File: src/rtl/serial_to_parallel_sync_pkg.sv
// Shared definitions for the serial link byte aligner and its transmitter-side peers.
package serial_to_parallel_sync_pkg;

    // Alignment / idle symbol, common with the parallel-to-serial transmitter.
    localparam logic [7:0] COMMA_BC = 8'hBC;

    // Default byte width and default length of the comma run needed to go active.
    localparam int WIDTH_DEF    = 8;
    localparam int BC_COUNT_DEF = 4;

    // Alignment FSM states.
    typedef enum logic [1:0] {
        HUNT   = 2'd0,
        ALIGN  = 2'd1,
        ACTIVE = 2'd2
    } sync_state_e;

endpackage

File: src/rtl/serial_to_parallel_sync_comma_detect.sv
// Combinational comparator flagging a candidate word equal to the comma symbol.
module serial_to_parallel_sync_comma_detect
    import serial_to_parallel_sync_pkg::*;
#(
    parameter int               WIDTH = WIDTH_DEF,
    parameter logic [WIDTH-1:0] COMMA = COMMA_BC
) (
    input  logic [WIDTH-1:0] word,
    output logic             is_comma
);

    // Pure equality compare; no state so it can be shared with the transmitter checker.
    assign is_comma = (word == COMMA);

endmodule

File: src/rtl/serial_to_parallel_sync.sv
// Serial-to-parallel converter with comma-based byte alignment.
// Hunts bit-by-bit for the comma, confirms alignment over a run of commas at
// byte boundaries, then delivers each non-comma byte held for a full byte period.
module serial_to_parallel_sync
    import serial_to_parallel_sync_pkg::*;
#(
    parameter int               WIDTH    = WIDTH_DEF,
    parameter logic [WIDTH-1:0] COMMA    = COMMA_BC,
    parameter int               BC_COUNT = BC_COUNT_DEF
) (
    input  logic             clk_32f,
    input  logic             reset_L,
    input  logic             data_in,
    output logic [WIDTH-1:0] data_out,
    output logic             valid_out,
    output logic             active
);

    localparam int BITW = (WIDTH > 1) ? $clog2(WIDTH) : 1;
    localparam int BCW  = $clog2(BC_COUNT + 1);

    // Only the low WIDTH-1 history bits ever feed the candidate word, so the
    // oldest bit of the conceptual shift register is not stored.
    logic [WIDTH-2:0]  shift_r;
    logic [BITW-1:0]   bit_cnt_r;
    logic [BCW-1:0]    bc_cnt_r;
    sync_state_e       state_r;
    logic [WIDTH-1:0]  data_r;
    logic              valid_r;
    logic              active_r;

    logic [WIDTH-1:0]  word_s;
    logic              is_comma_s;
    logic              boundary_s;
    logic              run_done_s;

    // Saturating increment of the comma-run counter.
    function automatic logic [BCW-1:0] bc_inc(input logic [BCW-1:0] cnt);
        logic [BCW-1:0] res;
        if (int'(cnt) >= BC_COUNT) begin
            res = cnt;
        end else begin
            res = cnt + BCW'(1);
        end
        return res;
    endfunction

    assign word_s     = {shift_r, data_in};
    assign boundary_s = (bit_cnt_r == BITW'(WIDTH - 1));
    assign run_done_s = ((int'(bc_cnt_r) + 1) == BC_COUNT);

    serial_to_parallel_sync_comma_detect #(
        .WIDTH (WIDTH),
        .COMMA (COMMA)
    ) u_comma_detect (
        .word     (word_s),
        .is_comma (is_comma_s)
    );

    // Shift register, bit/comma counters, alignment FSM and registered outputs.
    always_ff @(posedge clk_32f) begin
        if (!reset_L) begin
            shift_r   <= '0;
            bit_cnt_r <= '0;
            bc_cnt_r  <= '0;
            state_r   <= HUNT;
            data_r    <= '0;
            valid_r   <= 1'b0;
            active_r  <= 1'b0;
        end else begin
            shift_r <= word_s[WIDTH-2:0];
            case (state_r)
                HUNT: begin
                    if (is_comma_s) begin
                        bit_cnt_r <= '0;
                        bc_cnt_r  <= BCW'(1);
                        state_r   <= ALIGN;
                    end else begin
                        bit_cnt_r <= bit_cnt_r;
                        bc_cnt_r  <= bc_cnt_r;
                        state_r   <= HUNT;
                    end
                end
                ALIGN: begin
                    if (boundary_s) begin
                        bit_cnt_r <= '0;
                        if (is_comma_s) begin
                            bc_cnt_r <= bc_inc(bc_cnt_r);
                            if (run_done_s) begin
                                state_r  <= ACTIVE;
                                active_r <= 1'b1;
                            end else begin
                                state_r  <= ALIGN;
                            end
                        end else begin
                            // Run broken: resume the bit-level search on the next edge.
                            bc_cnt_r <= '0;
                            state_r  <= HUNT;
                        end
                    end else begin
                        bit_cnt_r <= bit_cnt_r + BITW'(1);
                    end
                end
                ACTIVE: begin
                    if (boundary_s) begin
                        bit_cnt_r <= '0;
                        if (is_comma_s) begin
                            // Idle symbol: drop valid, keep the last payload on the bus.
                            valid_r <= 1'b0;
                        end else begin
                            data_r  <= word_s;
                            valid_r <= 1'b1;
                        end
                    end else begin
                        bit_cnt_r <= bit_cnt_r + BITW'(1);
                    end
                end
                default: begin
                    bit_cnt_r <= '0;
                    bc_cnt_r  <= '0;
                    state_r   <= HUNT;
                    data_r    <= '0;
                    valid_r   <= 1'b0;
                    active_r  <= 1'b0;
                end
            endcase
        end
    end

    assign data_out  = data_r;
    assign valid_out = valid_r;
    assign active    = active_r;

endmodule

File: config.mk
export PLATFORM = sky130hd
export DESIGN_NAME = serial_to_parallel_sync
export DESIGN_NICKNAME = d
export VERILOG_FILES = /design/src/rtl/serial_to_parallel_sync_pkg.sv /design/src/rtl/serial_to_parallel_sync_comma_detect.sv /design/src/rtl/serial_to_parallel_sync.sv
export SDC_FILE = /design/constraint.sdc
export NUM_CORES = 1
export LEC_CHECK = 0
export ABC_AREA = 0
export BUFFER_PORTS_ARGS = -buffer_cell sky130_fd_sc_hd__buf_4
export CAP_MARGIN = 25
export CORE_MARGIN = 1.5
export CORE_UTILIZATION = 33
export CTS_BUF_LIST = sky130_fd_sc_hd__clkbuf_4
export DETAILED_ROUTE_END_ITERATION = 8
export SLEW_MARGIN = 20
export SYNTH_ARGS = -nofsm -noshare
export SYNTH_HDL_FRONTEND = slang
export SYNTH_HIERARCHICAL = 1
export SYNTH_SLANG_ARGS = --single-unit
export TNS_END_PERCENT = 50
File: constraint.sdc
create_clock -name clk_32f -period 2.3 [get_ports clk_32f]
set_clock_uncertainty 0.2 [all_clocks]
set_input_delay 0.345 -clock clk_32f [delete_from_list [all_inputs] [get_ports clk_32f]]
set_output_delay 0.345 -clock clk_32f [all_outputs]
set_load 0.03 [all_outputs]
==> run metrics <==
status complete, no violations; post-CTS sizing 0; GRT overflow 0; fin crit share between 80% and 90%; cell count after synthesis 109; Worst setup EP type flip-flop; largest family of logic cells by synthesized area simple AND/OR/NAND/NOR gates; first-pass GRT wire length approximately 3700 µm; Seq/Total Area, Yosys a little under half; Worst Hold Class in -> reg; Synth Cell Area roughly 0.0011 mm²; prevailing post-synth register cell dfxtp_1; Achievable Freq about 500 MHz; row count 20; yosys warns 6; num ports 13; Iter 0 DRT Violations 13; later-pin clock latency in the skew report between 0.3 and 0.4 ns; mean post-synth cell area slightly below 10 µm²; Distinct cells, synth 29; CTS tree built; CP Max Fanout 7; Worst-path clk slew ~0.14 ns; Synth Area in Simple Gates a little over a fifth; initial antenna violation count 0; CP required between 2 and 2.5 ns; DP Worst Slack 0.270 ns; crit start category flip-flop; nets about 130; Seq cells post-synth 25; Yosys top cell by area dfxtp_1; total global-route track usage between 10% and 20%; post-DP HPWL ~1500 µm; power per cell area around 530 mW/mm²; share of cells above drive strength 1 approximately a quarter; htree depth 1; final setup TNS 0 ns; max-slew violations 0; RSZ-0062 raised after global routing no; Post-synth EDFFs 0; CTS Buf Count 3; Layout area overhead 14.2%; routed vias around 800; fin area approximately 0.0012 mm²; final setup fails 0; Syn Nets around 120; final worst slack 0.243 ns; die footprint ~0.0036 mm²; Diodes inserted 0; die width approximately 60 µm; arrival time at the worst endpoint approximately 2.1 ns; PortBufs 12; clock sink total 25; synth cell count leaders dfxtp_1 (25), nand2_1 (12), a22o_1 (7), and2_2 (7), ha_1 (7); register area between 500 and 600 µm²; ys async rst share 0%; Post-CTS Setup Inserts 0; crit path kind reg -> reg; complex-gate fraction of the synthesized area roughly 18%; multi-input logic area approximately 520 µm²; Pleak around 0.5 nW; RD Place Congestion between 0.7 and 0.8; Final Hold Viols 0; top cells by area, synth dfxtp_1 (46%), ha_1 (8.1%), a22o_1 (5.7%), and2_2 (4.9%), nand2_1 (4.2%); Worst IR Drop VDD 0.325 mV; CTS Hold Bufs 0; post-layout min period 2.06 ns; worst rel slew slack between 50% and 60%; ANT nets after route 0; initial core utilization a little over a third; number of global-route vias before repair around 840; worst slew pin tran 0.605 ns; largest net degree at the start of global routing 16; core region area just over 0.003 mm²; Fill cells between 300 and 400; placed cell count 163; WL per Instance between 10 and 15 µm; area share of the largest cell type after synthesis between 40% and 50%; die height between 60 and 70 µm; count leader, synth dfxtp_1; routed wire length just over 2000 µm; iteration count of the initial detailed-routing pass 4; Post-Synth XOR/XNOR Area 0%; fin cells around 170; DP Area ~0.0012 mm²; Max Cap Viol 0; Remaining DRCs 0; post-synthesis mux area share 1.86%; Clk Tree Root Cell clkbuf_4; Max clock buf depth 2; DR vias/cell roughly 4.8; adder and majority gate portion of the synthesized area 8.13%
## per-stage QoR
stage | hold WS, ns | total power [mW] | utilization (%)
5_1_grt | 0.0438 | 0.689 | 40.0
4_1_cts | 0.0606 | 0.661 | 40.0
2_1_floorplan | 0.236 | 0.456 | -
3_3_place_gp | 0.245 | 0.461 | 39.0
6_report | 0.0657 | 0.652 | 40.0
3_5_place_dp | 0.255 | 0.462 | 39.0
## layout make-up
class / count / share of cell area (%)
multi-input cells: 74 / 42.6
clock buffers: 3 / 1.83
inverters: 8 / 2.44
flip-flops and latches: 25 / 40.7
clock inverters: 1 / 0.610
repair buffers: 12 / 7.32
well taps: 44 / 4.48
## report_power, final
group	total, mW	internal (mW)	switching [mW]	leakage (nW)
Combinational	0.0148	0.00508	0.00972	0.284
Clock	0.200	0.0664	0.134	0.0139
Sequential	0.437	0.436	0.00141	0.202
Total	0.652	0.507	0.145	0.500
## registers in the layout, summed over array words and instances, names as in the netlist
name       count
shift_r        7
bc_cnt_r       3
bit_cnt_r      3
active         1
data_out       8
valid_out      1
state_r        2
## cell usage in the layout (no fill, tap or decap), types with 3 or more instances in the layout
| cell type | count |
|---|---|
| nor2_1 | 4 |
| clkbuf_4 | 3 |
| nand3_1 | 3 |
| nor2b_1 | 3 |
| buf_4 | 12 |
| and2_2 | 7 |
| nand2_1 | 12 |
| a21oi_1 | 6 |
| dfxtp_1 | 25 |
| a22o_1 | 7 |
| inv_1 | 6 |
| ha_1 | 7 |
## worst max-delay path: stages (launching register included)
cell,delay [ns]
dfxtp_1,0.33
nand4b_1,0.18
nor4_2,0.54
nand2b_1,0.21
a21boi_1,0.09
nor2_2,0.27
a22o_1,0.18
## path summary, 6_finish.rpt
check	start	end	slack [ns]	cells after the start
setup reg to reg	shift_r[5]	data_out[5]	0.24	6
setup / recovery	shift_r[5]	data_out[5]	0.24	6
hold reg to reg	bit_cnt_r[2]	bit_cnt_r[2]	0.27	2
hold / removal	data_in	shift_r[0]	0.07	2
## logic make-up (layout without fill, tap and decap cells)
| kind of cell | Yosys count | after routing |
|---|---|---|
| compound gates | 26 | 26 |
| fa+ha+maj | 7 | 7 |
| mux | 2 | 2 |
| simple gates | 39 | 39 |
| buf+inv | 10 | 24 |
| flops | 25 | 25 |
## metal layers
| layer | share of wire [%] | track usage (%) | vias up | wire length (µm) |
|---|---|---|---|---|
| met1 | 48 | 17.2 | 375 | 967 |
| li1 | - | - | 409 | - |
| met3 | 2.9 | 2.60 | 5 | 59 |
| met5 | 0 | 0 | - | 0 |
| met4 | 2.0 | 6.67 | 0 | 40 |
| met2 | 47 | 21.9 | 12 | 963 |
(Power assumes the default switching activity.)
